--- src/rtl/move_replay.sv ---
// move_replay: replays a captured solver move list on a 2x3 board and streams each board state
module move_replay #(
  parameter int MAX_DEPTH = 20
) (
  input  logic        clk,
  input  logic        rst_n,
  input  logic        comp,
  input  logic [25:0] cnt,
  input  logic [43:0] ord,
  input  logic [17:0] start_board,
  input  logic [17:0] goal_board,
  output logic        out_valid,
  input  logic        out_ready,
  output logic [17:0] out_board,
  output logic [4:0]  out_step,
  output logic [1:0]  out_move,
  output logic        out_last,
  output logic        busy,
  output logic        done,
  output logic        match,
  output logic        err
);
  typedef enum logic [1:0] {IDLE, EMIT, ADVANCE, FINISH} state_t;
  state_t state;
  logic comp_q, start, legal;
  logic [4:0] depth;
  logic [39:0] moves;
  logic [3:0] fb_start, fb_cur;
  logic [2:0] b, t, t_s;
  logic [1:0] mv;
  logic [17:0] nxt;
  logic unused_bits;
  assign unused_bits = ^{cnt[25:5], ord[43:40]};
  function automatic logic [3:0] find_blank(input logic [17:0] bd);
    logic [3:0] r;
    r = '0;
    for (int i = 5; i >= 0; i--)
      if (bd[3*i +: 3] == 3'd0) r = {1'b1, 3'(i)};
    return r;
  endfunction
  // next move, blank position, legality and the board after the swap
  always_comb begin
    start = comp & ~comp_q & (state == IDLE);
    fb_start = find_blank(start_board);
    fb_cur = find_blank(out_board);
    b = fb_cur[2:0];
    mv = moves[{out_step, 1'b0} +: 2];
    legal = mv == 2'd0 ? b >= 3'd3 : mv == 2'd1 ? (b != 3'd2 && b != 3'd5) :
            mv == 2'd2 ? b < 3'd3 : (b != 3'd0 && b != 3'd3);
    t = mv == 2'd0 ? b - 3'd3 : mv == 2'd1 ? b + 3'd1 : mv == 2'd2 ? b + 3'd3 : b - 3'd1;
    t_s = legal ? t : b;
    nxt = out_board;
    nxt[3*b +: 3] = out_board[3*t_s +: 3];
    nxt[3*t_s +: 3] = 3'd0;
  end
  // replay FSM with registered handshake and status outputs
  always_ff @(posedge clk or negedge rst_n)
    if (!rst_n) begin
      state <= IDLE;
      comp_q <= 1'b0;
      depth <= '0;
      moves <= '0;
      out_valid <= 1'b0;
      out_board <= '0;
      out_step <= '0;
      out_move <= '0;
      out_last <= 1'b0;
      busy <= 1'b0;
      done <= 1'b0;
      match <= 1'b0;
      err <= 1'b0;
    end else begin
      comp_q <= comp;
      case (state)
        IDLE: begin
          done <= 1'b0;
          busy <= 1'b0;
          if (start) begin
            depth <= cnt[4:0];
            moves <= ord[39:0];
            out_board <= start_board;
            out_step <= '0;
            out_move <= '0;
            match <= 1'b0;
            busy <= 1'b1;
            if (cnt[4:0] > 5'(MAX_DEPTH) || !fb_start[3]) begin
              err <= 1'b1;
              state <= FINISH;
            end else begin
              err <= 1'b0;
              out_valid <= 1'b1;
              out_last <= cnt[4:0] == 5'd0;
              state <= EMIT;
            end
          end
        end
        EMIT: if (out_ready) begin
          out_valid <= 1'b0;
          out_last <= 1'b0;
          state <= out_step == depth ? FINISH : ADVANCE;
        end
        ADVANCE: if (legal) begin
          out_board <= nxt;
          out_step <= out_step + 5'd1;
          out_move <= mv;
          out_valid <= 1'b1;
          out_last <= out_step + 5'd1 == depth;
          state <= EMIT;
        end else begin
          err <= 1'b1;
          state <= FINISH;
        end
        FINISH: begin
          done <= 1'b1;
          match <= ~err & (out_board == goal_board);
          state <= IDLE;
        end
        default: state <= IDLE;
      endcase
    end
endmodule

--- config.mk ---
export PLATFORM = sky130hd
export DESIGN_NAME = move_replay
export DESIGN_NICKNAME = d
export VERILOG_FILES = /design/src/rtl/move_replay.sv
export SDC_FILE = /design/constraint.sdc
export NUM_CORES = 1
export LEC_CHECK = 0
export ABC_CLOCK_PERIOD_IN_PS = 12830
export BUFFER_PORTS_ARGS = -buffer_cell sky130_fd_sc_hd__buf_2
export CORE_ASPECT_RATIO = 1.2
export CORE_MARGIN = 5
export CORE_UTILIZATION = 30
export CTS_CLUSTER_SIZE = 28
export DETAILED_ROUTE_END_ITERATION = 12
export SLEW_MARGIN = 20
export SYNTH_ARGS = -nofsm -noshare
export SYNTH_HDL_FRONTEND = slang
export SYNTH_SLANG_ARGS = --single-unit
--- constraint.sdc ---
create_clock -name clk -period 12.83 [get_ports clk]
set_input_delay 0 -clock clk [delete_from_list [all_inputs] [get_ports clk]]
set_output_delay 0 -clock clk [all_outputs]
set_load 0.01 [all_outputs]
==> flow_summary_export.csv <==
group,metric,value,unit
yosys,yosysTopAreaCell,"dfrtp_1",
clock_network,cts_root_buffer,"clkbuf_16",
critical_path,criticalPathCategory,"flip-flop to flip-flop",
timing,setup_viol,0,
timing,max_freq,166,MHz
timing,fin_tns_setup,0,ns
status,status,"completed",
final_layout,drive_gt1_share,31.6,%
timing,drv_slew,0,
critical_path,critPathLaunchType,"flip-flop",
clock_network,clockBufferDepth,2,
drt,wl,16.9,mm
min_path,hold_end,"out_board[12]",
critical_path,end_kind,"flip-flop",
drt,vias,4809,
clock_network,holdBufCountCts,56,
global_routing,use_met3,2.61,%
yosys,yosys-top-cells-count,"dfrtp_1 (79), mux2_2 (48), nand2_1 (27), o21ai_0 (23)",
drt,firstDrtPassIters,5,
die,design.die.area,20500,um2
timing,timing_hold_violations_final,0,
place,dp_hpwl,12.5,mm
die,row_count,53,
place,globalplace.congestion,0.891,
yosys,async_reset_ff_share,100,%
final_layout,fin_nets,799,
global_routing,grt_use_total,16.3,%
drt,via_per_inst,5.37,
yosys,ys_seq_elements,79,
global_routing,grt-ovfl-total,0,
job,max_cap_viol_count,0,
yosys,synthDominantCellAreaShare,37.1,%
clock_network,post_cts_buffers,0,
clock_network,postCtsResizedCells,0,
place,io_buffers,115,
timing,rsz0062_at_grt,"no",
timing,fin_skew,0.00673,ns
critical_path,reg2reg_depth,21,
timing,worstMarginPinSlew,1.08,ns
yosys,ys.flop_type,"dfrtp_1",
timing,relSlewSlack,27.8,%
place,post-place-ws,6.86,ns
min_path,worst_hold_path.num_cells,3,
clock_network,clock_sinks,79,
critical_path,reg2reg_from,"out_step[1]",
die,initial_utilization,30.4,%
die,core,17500,um2
timing,final.setup.worst_slack,6.79,ns
drt,drt_iter0_drc,274,
die,die_y,156,um
global_routing,grt_max_degree,80,
global_routing,first_global_vias,4950,
drt,avgRoutedWirePerCell,18.9,um
min_path,hold_class,"input port to flip-flop",
yosys,seq_area_frac_synth,37.1,%
clock_network,worstSkewPairLatency,0.34,ns
global_routing,antenna_found_initial,0,
die,die-width,132,um
clock_network,clk_pin_slew,0.06,ns
yosys,synth_area_leaders,"dfrtp_1 (37%), mux2_2 (10%), mux4_2 (5.1%), ha_1 (4.0%), xor2_1 (3.3%)",
yosys,synth.avg_cell_area,10.4,um2
critical_path,startpoint,"out_step[1]",
yosys,synth_edf_count,0,
final_layout,layout-area-overhead-vs-synth,30.2,%
timing,worst_hold_slack,0.0366,ns
yosys,syn_area,5320,um2
critical_path,critPathMaxFanout,16,
global_routing,grt_use_met2,29.9,%
timing,post-route-min-period,6.04,ns
yosys,yosys_warnings,0,
critical_path,cp_data_arrival_time,6.26,ns
yosys,postSynthCellCount,511,
final_layout,diodes,0,
timing,min_period_over_period,47.0,%
clock_network,numCtsBuffers,9,
yosys,syn_nets,639,
global_routing,grt-busiest-layer,"met2",
final_layout,utilization,39.6,%
global_routing,grt_pass1_wl,26.8,mm
die,ios,141,
yosys,synth.distinct_cells,64,
min_path,hp-start,"start_board[12]",
drt,drc,0,
clock_network,htreeDepth,3,
drt,ant_nets,0,
clock_network,cts_tree,"yes",
critical_path,crit-reg2reg-capture,"out_board[10]",
global_routing,grt_use_met1,19.1,%
critical_path,r2r_slack,6.79,ns
yosys,yosysMostFrequentCell,"dfrtp_1",
critical_path,required,13.05,ns
==> per-layer routing <==
| metal | vias up | wire length, um |
|---|---|---|
| li1 | 2273 | - |
| met4 | 0 | 441 |
| met1 | 2342 | 6700 |
| met3 | 32 | 792 |
| met2 | 162 | 8990 |
| met5 | - | 0 |
==> registers in the layout, summed over array words and instances (netlist names), 2 cells and up <==
name       flops
depth          5
moves         40
out_board     18
out_move       2
out_step       5
state          2
==> cell families (layout without fill, tap and decap cells) <==
logic type / Yosys count / in the layout / share of synthesized area, %
compound gates: 131 / 131 / 18.2
xor+xnor: 28 / 28 / 4.61
fa+ha+maj: 18 / 18 / 4.37
buf+inv: 41 / 205 / 3.69
flops: 79 / 79 / 37.1
mux: 72 / 72 / 17.6
simple gates: 142 / 142 / 14.4
==> worst max path at each step <==
stage / end / slack (ns) / cells past startpoint
finish: out_board[10] / 6.79 / 21
global route: out_board[11] / 6.26 / 21
CTS: out_board[10] / 6.83 / 21
detailed placement: out_board[10] / 6.86 / 21
global placement: out_board[10] / 6.90 / 21
floorplan: out_board[10] / 7.57 / 23
==> cells in the final DEF, fill, tap and decap left out, types with 17 or more instances in the layout <==
master           n
dlygate4sd3_1   56
nor2_1          22
buf_2          114
o21ai_0         23
xor2_1          20
dfrtp_1         79
nand2_1         26
nand3_1         22
mux2_2          48
ha_1            17
==> worst max-delay path: stages, from the launching register on <==
cell,delay [ns]
dfrtp_1,0.78
mux4_2,0.37
mux4_2,0.23
inv_1,0.03
o21ai_0,0.48
inv_1,0.19
ha_1,0.30
nor3_1,0.32
nor2_1,0.18
a2111oi_2,0.40
buf_4,0.27
o21ai_1,0.15
and2_1,0.29
inv_1,0.09
ha_1,0.40
nor2b_1,0.22
nand2_1,0.09
a211oi_1,0.19
nor4_1,0.10
a31oi_1,0.44
o21ai_0,0.18
o22a_1,0.19
==> through the flow <==
stage          instance area [um2]  instances
2_1_floorplan                 5320        511
3_3_place_gp                  6070        824
3_5_place_dp                  6070        824
4_1_cts                       6930        895
5_1_grt                       6930        895
6_report                      6930        895
==> cell type report <==
cell class,instances,area (um2)
Fill cell,1773,10600
Timing Repair Buffer,175,1170
Clock inverter,5,57.6
Clock buffer,10,239
Multi-Input combinational cell,391,3150
Sequential cell,79,1980
Inverter,15,56.3
Tap cell,220,275
Power is not shown: default switching activity piles up to over one toggle a cycle in this logic, so the estimate is an artifact.
